===== src/rtl/seq_tx_pkg.sv =====
// Shared definitions for the serial sequence transmitter.
//   tx_state_e   : 2-bit FSM state encoding (ST_IDLE, ST_PREAMBLE, ST_SHIFT, ST_GAP)
//   SYNC_PATTERN : "100" sync preamble, sent MSB first
//   SYNC_LEN     : number of preamble bits
//   clamp_len()  : maps a requested frame length onto 1..max_len
package seq_tx_pkg;

    typedef enum logic [1:0] {
        ST_IDLE     = 2'd0,
        ST_PREAMBLE = 2'd1,
        ST_SHIFT    = 2'd2,
        ST_GAP      = 2'd3
    } tx_state_e;

    localparam logic [2:0]  SYNC_PATTERN = 3'b100;
    localparam int unsigned SYNC_LEN     = 3;

    // Zero or oversize lengths mean "send the whole word".
    function automatic int unsigned clamp_len(input int unsigned len,
                                              input int unsigned max_len);
        return ((len == 0) || (len > max_len)) ? max_len : len;
    endfunction

endpackage


===== src/rtl/tx_shift_reg.sv =====
// Parallel-load, shift-left register with MSB tap.
//   clk         : clock, rising edge
//   reset       : asynchronous, active-high; clears the register
//   load_i      : capture load_data_i (has priority over shift_i)
//   load_data_i : parallel word
//   shift_i     : shift left by one, zero fill
//   msb_o       : current MSB
module tx_shift_reg #(
    parameter int unsigned DATA_W = 8
) (
    input  logic              clk,
    input  logic              reset,
    input  logic              load_i,
    input  logic [DATA_W-1:0] load_data_i,
    input  logic              shift_i,
    output logic              msb_o
);

    logic [DATA_W-1:0] shreg_q;

    always_ff @(posedge clk or posedge reset) begin
        if (reset) begin
            shreg_q <= '0;
        end else if (load_i) begin
            shreg_q <= load_data_i;
        end else if (shift_i) begin
            shreg_q <= shreg_q << 1;
        end
    end

    assign msb_o = shreg_q[DATA_W-1];

endmodule


===== src/rtl/serial_seq_transmitter.sv =====
// Serial transmitter: takes a word over valid/ready and sends its top load_len bits
// MSB first on serial_out, one bit per clock, followed by GAP_CYCLES idle-low cycles.
// Optional feature macro SEQ_TX_PREAMBLE_EN: prefix every frame with the "100" sync
// preamble so a downstream "100" analyzer flags the frame start.
//   clk, reset  : clock (rising edge), asynchronous active-high reset
//   load_valid  : load_data/load_len valid
//   load_ready  : high only in IDLE; transfer on load_valid && load_ready
//   load_data   : frame bits, MSB sent first
//   load_len    : bits to send; 0 or >DATA_W sends DATA_W bits
//   serial_out  : registered serial line, idles at 0
//   busy        : frame in progress
//   frame_done  : one-cycle pulse on the return to IDLE after a completed frame
module serial_seq_transmitter
    import seq_tx_pkg::*;
#(
    parameter int unsigned DATA_W     = 8,
    parameter int unsigned GAP_CYCLES = 2
) (
    input  logic                         clk,
    input  logic                         reset,
    input  logic                         load_valid,
    output logic                         load_ready,
    input  logic [DATA_W-1:0]            load_data,
    input  logic [$clog2(DATA_W+1)-1:0]  load_len,
    output logic                         serial_out,
    output logic                         busy,
    output logic                         frame_done
);

    localparam int unsigned LenW = $clog2(DATA_W + 1);
    localparam int unsigned GapW = (GAP_CYCLES > 1) ? $clog2(GAP_CYCLES) : 1;

    tx_state_e         state_q;
    logic              serial_q;
    logic              ready_q;
    logic              busy_q;
    logic              done_q;
    logic [LenW-1:0]   bits_left_q;
    logic [GapW-1:0]   gap_cnt_q;
    logic [LenW-1:0]   len_clamped;
    logic [DATA_W-1:0] shreg_load_val;
    logic              shreg_load;
    logic              shreg_shift;
    logic              shreg_msb;

`ifdef SEQ_TX_PREAMBLE_EN
    localparam logic [1:0] SyncLast = 2'(SYNC_LEN - 1);
    localparam logic [1:0] SyncEnd  = 2'(SYNC_LEN);
    logic [1:0] pre_cnt_q;

    // The first data bit leaves from the register after the preamble, so load unshifted.
    assign shreg_load_val = load_data;
    assign shreg_shift    = ((state_q == ST_SHIFT) && (bits_left_q != LenW'(1))) ||
                            ((state_q == ST_PREAMBLE) && (pre_cnt_q == SyncEnd));
`else
    // The first data bit goes straight to serial_out on the transfer edge, so the
    // register starts one position ahead.
    assign shreg_load_val = load_data << 1;
    assign shreg_shift    = (state_q == ST_SHIFT) && (bits_left_q != LenW'(1));
`endif

    assign len_clamped = LenW'(clamp_len(32'(load_len), DATA_W));
    assign shreg_load  = (state_q == ST_IDLE) && load_valid;

    tx_shift_reg #(
        .DATA_W (DATA_W)
    ) u_shreg (
        .clk         (clk),
        .reset       (reset),
        .load_i      (shreg_load),
        .load_data_i (shreg_load_val),
        .shift_i     (shreg_shift),
        .msb_o       (shreg_msb)
    );

    always_ff @(posedge clk or posedge reset) begin
        if (reset) begin
            state_q     <= ST_IDLE;
            serial_q    <= 1'b0;
            ready_q     <= 1'b1;
            busy_q      <= 1'b0;
            done_q      <= 1'b0;
            bits_left_q <= '0;
            gap_cnt_q   <= '0;
`ifdef SEQ_TX_PREAMBLE_EN
            pre_cnt_q   <= '0;
`endif
        end else begin
            done_q <= 1'b0;
            case (state_q)
                ST_IDLE: begin
                    if (load_valid) begin
                        bits_left_q <= len_clamped;
                        busy_q      <= 1'b1;
                        ready_q     <= 1'b0;
`ifdef SEQ_TX_PREAMBLE_EN
                        state_q     <= ST_PREAMBLE;
                        pre_cnt_q   <= 2'd1;
                        serial_q    <= SYNC_PATTERN[SyncLast];
`else
                        state_q     <= ST_SHIFT;
                        serial_q    <= load_data[DATA_W-1];
`endif
                    end else begin
                        serial_q <= 1'b0;
                    end
                end
`ifdef SEQ_TX_PREAMBLE_EN
                ST_PREAMBLE: begin
                    if (pre_cnt_q == SyncEnd) begin
                        state_q  <= ST_SHIFT;
                        serial_q <= shreg_msb;
                    end else begin
                        serial_q  <= SYNC_PATTERN[SyncLast - pre_cnt_q];
                        pre_cnt_q <= pre_cnt_q + 2'd1;
                    end
                end
`endif
                ST_SHIFT: begin
                    // bits_left counts the bit currently on the line.
                    if (bits_left_q == LenW'(1)) begin
                        serial_q <= 1'b0;
                        if (GAP_CYCLES > 0) begin
                            state_q   <= ST_GAP;
                            gap_cnt_q <= GapW'(GAP_CYCLES - 1);
                        end else begin
                            state_q <= ST_IDLE;
                            busy_q  <= 1'b0;
                            ready_q <= 1'b1;
                            done_q  <= 1'b1;
                        end
                    end else begin
                        serial_q    <= shreg_msb;
                        bits_left_q <= bits_left_q - LenW'(1);
                    end
                end
                ST_GAP: begin
                    serial_q <= 1'b0;
                    if (gap_cnt_q == '0) begin
                        state_q <= ST_IDLE;
                        busy_q  <= 1'b0;
                        ready_q <= 1'b1;
                        done_q  <= 1'b1;
                    end else begin
                        gap_cnt_q <= gap_cnt_q - GapW'(1);
                    end
                end
                default: begin
                    state_q  <= ST_IDLE;
                    serial_q <= 1'b0;
                    busy_q   <= 1'b0;
                    ready_q  <= 1'b1;
                end
            endcase
        end
    end

    assign serial_out = serial_q;
    assign load_ready = ready_q;
    assign busy       = busy_q;
    assign frame_done = done_q;

endmodule


===== config.mk =====
export PLATFORM = sky130hd
export DESIGN_NAME = serial_seq_transmitter
export DESIGN_NICKNAME = d
export VERILOG_FILES = /design/src/rtl/seq_tx_pkg.sv /design/src/rtl/tx_shift_reg.sv /design/src/rtl/serial_seq_transmitter.sv
export SDC_FILE = /design/constraint.sdc
export NUM_CORES = 1
export LEC_CHECK = 0
export ABC_AREA = 1
export BUFFER_PORTS_ARGS = -buffer_cell sky130_fd_sc_hd__buf_2
export CORE_ASPECT_RATIO = 0.75
export CORE_MARGIN = 2
export CORE_UTILIZATION = 25
export DETAILED_ROUTE_END_ITERATION = 8
export GPL_TIMING_DRIVEN = 0
export SKIP_LAST_GASP = 1
export SLEW_MARGIN = 30
export SYNTH_ARGS = -nofsm -noshare
export SYNTH_HDL_FRONTEND = slang
export SYNTH_SLANG_ARGS = --single-unit
export TNS_END_PERCENT = 50

===== constraint.sdc =====
create_clock -name clk -period 3.75 [get_ports clk]
set_input_delay 0.75 -clock clk [delete_from_list [all_inputs] [get_ports clk]]
set_output_delay 0.75 -clock clk [all_outputs]
set_load 0.05 [all_outputs]

* Word level (Yosys, flattened, before mapping)
Cells that the tools add are included.
** Word-level totals
- Register bits :: 19
- Latch bits :: 0
- Bits in writable memories :: 0
- Memory bits (read-only) :: 0
- Input port bits :: 15
- Output and inout port bits :: 4
- Logic and storage cells :: 56
- Memories kept :: 0
** Cells by class
- Add/sub/neg operators :: 2
- $mul :: 0
- Divide/modulo/power cells :: 0
- Magnitude comparators :: 1
- Eq/ne operators :: 8
- Shift operators :: 0
- Multiplexer cells :: 24
- Bitwise operators :: 1
- Reductions and logical operators :: 12
** Operators by type and width (count)
- two-way mux 8 bit :: 2
- two-way mux 4 bit :: 3
- two-way mux 1 bit :: 10
- AND reduction 3 bit :: 3
- one-hot mux 4 bit (2 select lines) :: 1
- two-way mux 2 bit :: 3
- inequality test 2 bit, second input constant :: 3
- one-hot mux 1 bit (3 select lines) :: 2
- one-hot mux 2 bit (3 select lines) :: 1
- nonzero test 2 bit :: 3
- == test 2 bit, second input constant :: 2
- == test 4 x 1 -> 1 bit, second input constant :: 1
- greater-than comparator 4 bit, second input constant :: 1
- logical NOT 4 bit :: 1
- inequality test 4 x 1 -> 1 bit, second input constant :: 1
- one-hot mux 1 bit (2 select lines) :: 2
- subtractor 4 x 1 -> 4 bit, second input constant :: 1
- logical AND 1 bit :: 2
- logical NOT 2 bit :: 1
- inequality test 2 x 1 -> 1 bit, second input constant :: 1
- AND reduction 2 bit :: 1
- logical OR 1 bit :: 1
- NOT 1 bit :: 1
- subtractor 1 bit, second input constant :: 1

* Longest topological paths before layout
- Depth after elaboration :: 5
- Mapped depth :: 8
- Gate-level depth less buffers :: 8

* Cells and area by module
A second synthesis with hierarchy kept.
** Second synthesis, totals
- Cell total of the unflattened synthesis :: 127
- Area total of the unflattened synthesis :: 1004.7 µm²
** Modules (own cells, without submodules)
- serial_seq_transmitter :: times used 1, cells an instance 83, area each 624.3 µm², seq. area each 276.5 µm²
- tx_shift_reg :: times used 1, cells an instance 44, area each 380.4 µm², seq. area each 200.2 µm²

* Worst setup path after synthesis
No wires, ideal clock.
- Path kind :: reg-to-output
- From :: register ready_q (netlist: load_ready)
- To :: output load_ready
- Arrival time :: 0.664 ns
- Required time :: 3.000 ns
- Setup slack :: 2.336 ns
- Stages on the path, launching flop included :: 1
- Buffers on the path :: 0
- Path through :: dfstp_2
** RTL lines
- start, declared :: line serial_seq_transmitter.sv:35 : logic ready_q;
- start signal, assigned :: line serial_seq_transmitter.sv:80 : ready_q <= 1'b1;
- start signal, assigned :: line serial_seq_transmitter.sv:95 : ready_q <= 1'b0;
- start signal, assigned :: line serial_seq_transmitter.sv:129 : ready_q <= 1'b1;
- end, declared :: line serial_seq_transmitter.sv:22 : output logic load_ready,
No word-level cell between the ends.

* Worst setup path in the final report
- From :: register ready_q (netlist: load_ready)
- To :: output load_ready
No word-level cell between the ends.

==> impl_metrics.env <==
export IMPL_period_share_pct=47.3
export IMPL_grt_pass1_vias=746
export IMPL_fin_crit_ns=1.77
export IMPL_synth_top_family_by_area="simple AND/OR/NAND/NOR gates"
export IMPL_first_pass_iters=2
export IMPL_cts_resized_gates=0
export IMPL_fin_area_um2=1190
export IMPL_synth_xor_area_share_pct=0.885
export IMPL_path_max_fanout=2
export IMPL_wl_per_cell_um=9.51
export IMPL_grt_pass1_wl_mm=3.27
export IMPL_io_buffers=18
export IMPL_fmax_mhz=564
export IMPL_rsz0062_at_grt="false"
export IMPL_fin_nets=163
export IMPL_synth_seq_area_share_pct=45.6
export IMPL_clk_pin_slew_ns=0.06
export IMPL_diodes=0
export IMPL_crit_required_ns=3.00
export IMPL_worst_pin_slew_ns=0.688
export IMPL_postRouteAntennaNets=0
export IMPL_crit_cells=1
export IMPL_area_growth_pct=20.2
export IMPL_mostFrequentLayoutCells="46 x nand2_1, 18 x buf_2, 17 x dfrtp_1"
export IMPL_cts_htree_levels=1
export IMPL_status="finished clean"
export IMPL_drv_cap=0
export IMPL_ys_warnings_count=0
export IMPL_cts_tree="done"
export IMPL_worstPathCellList="buf_2"
export IMPL_die_x_um=76.7
export IMPL_rr_worst_depth=6
export IMPL_synth_seq_cells=18
export IMPL_dp_hpwl_mm=1.48
export IMPL_yosys_mux_area_fraction_pct=0
export IMPL_hold_buffers=0
export IMPL_final_common_cell="nand2_1"
export IMPL_slowest_stage="dfstp_2"
export IMPL_p_total_mw=1.02
export IMPL_initial_utilization_pct=26.5
export IMPL_grt_usage_pct=9.18
export IMPL_startpoint_type="register"
export IMPL_synthDistinctLibCells=22
export IMPL_p_per_area_nw_per_um2=861
export IMPL_gp_congestion=0.727
export IMPL_min_path_cells=1
export IMPL_synth_adder_area_share_pct=2.53
export IMPL_syn_cell_area_um2=990
export IMPL_max_vdd_ir_drop_uv=267
export IMPL_synth_area_leaders="dfrtp_1 43%, nand2_1 17%, nand3_1 5.6%"
export IMPL_num_vias=805
export IMPL_synth_area_leader_cell="dfrtp_1"
export IMPL_crit_path_end_kind="output port"
export IMPL_grt_overflow_total=0
export IMPL_yosys_area_share_simple_pct=34.5
export IMPL_fin_skew_ns=0.00315
export IMPL_coreArea_um2=3730
export IMPL_slew_viol_final=0
export IMPL_cts_root_buffer="clkbuf_8"
export IMPL_drive_gt1_share_pct=27.6
export IMPL_post_cts_buffers=0
export IMPL_grt_max_degree=19
export IMPL_leakage_nw=0.636
export IMPL_critPathMaxStageDelay_ns=0.52
export IMPL_path_delay_family="flip-flops"
export IMPL_path_class="register to output port"
export IMPL_critical_path_buf_inv_count=1
export IMPL_wl_mm=1.87
export IMPL_hold_class="register to register"
export IMPL_insertion_delay_ns=0.25
export IMPL_syn_nets=140
export IMPL_fin_tns_setup_ns=0
export IMPL_synth_cells=123
export IMPL_worstPathArrival_ns=1.02
export IMPL_rows=19
export IMPL_placed_area_um2=1140
export IMPL_holdWs_ns=0.459
export IMPL_hold_violations=0
export IMPL_synth_compound_area_share_pct=7.21
export IMPL_ios=19
export IMPL_final_setup_viol_count=0
export IMPL_synth_top_area_share_pct=43.0
export IMPL_cts_buffers=3
export IMPL_die_h_um=58.5
export IMPL_cts_buffer_depth=2
export IMPL_drt_vias_per_instance=4.09
export IMPL_max_slew_margin_pct=54.1
export IMPL_antenna_found_initial=0
export IMPL_cts_sinks=18
export IMPL_die_area_um2=4480
export IMPL_postSynthAreaPerCell_um2=8.05
export IMPL_first_iter_violations=32
export IMPL_remaining_drc_errors=0
-- registers in the layout, indices dropped and copies added (netlist names) --
signal and count:
bits_left_q 4, gap_cnt_q 1, state_q 2, load_ready 1, frame_done 1, serial_out 1, u_shreg.shreg_q 7, busy 1
-- path summary, 6_finish.rpt --
kind | endpoint | slack (ns) | from
max | load_ready | 1.98 | load_ready$_DFFE_PP1P_
min | frame_done$_DFF_PP0_ | 0.46 | gap_cnt_q$_DFFE_PP0P_
max reg2reg | bits_left_q[1]$_DFFE_PP0P_ | 2.45 | bits_left_q[0]$_DFFE_PP0P_
min reg2reg | frame_done$_DFF_PP0_ | 0.46 | gap_cnt_q$_DFFE_PP0P_
max in group asynchronous | gap_cnt_q$_DFFE_PP0P_ | 2.72 | reset
min in group asynchronous | u_shreg.shreg_q[6]$_DFFE_PP0P_ | 0.60 | reset
-- logic make-up after synthesis --
kind of cell    Yosys count
simple gates             73
buf+inv                  18
flops                    18
compound gates           11
fa+ha+maj                 2
xor+xnor                  1
-- through the flow --
stage          worst slack, ns  utilization, %  std cells
2_1_floorplan             2.34               -        123
3_3_place_gp              2.21            30.7        193
3_5_place_dp              2.22            30.7        193
4_1_cts                   1.97            31.9        197
5_1_grt                   1.94            31.9        197
6_report                  1.98            31.9        197
-- synthesized netlist by cell type --
master    count
inv_4         1
a21boi_0      1
dfstp_2       1
buf_12        1
nand2_4       3
nand3_4       1
inv_1        12
nand3_1      11
or2_2         1
a21oi_1       2
o211ai_1      1
inv_2         3
clkinv_4      1
xnor2_1       1
nor2_1        5
nand4_1       2
o21ai_0       4
nand2_2       4
ha_1          2
o21ai_2       3
nand2_1      46
dfrtp_1      17
-- power by group --
group / internal, mW / switching (mW) / leakage [nW]
combinational: 0.203 / 0.355 / 0.385
sequential: 0.280 / 0.0497 / 0.228
clock: 0.0754 / 0.0612 / 0.0228
total: 0.558 / 0.466 / 0.636
-- per-layer routing --
| layer | vias to the layer above | GRT usage (%) | routed length, um |
|---|---|---|---|
| met5 | - | 0 | 0 |
| met4 | 0 | 0.779 | 6 |
| met3 | 2 | 3.83 | 87 |
| met2 | 14 | 14.2 | 807 |
| met1 | 362 | 12.6 | 972 |
| li1 | 427 | - | - |
-- cell type report --
cell class,count,area [um^2]
inverter,17,71.3
multi-input combinational,87,447
buffer,1,20.0
clock buffer,4,45.0
sequential,18,452
tap,52,65.1
fill,416,2540
timing repair buffer,18,90.1
Note: power is estimated with default switching activity, not from simulation.
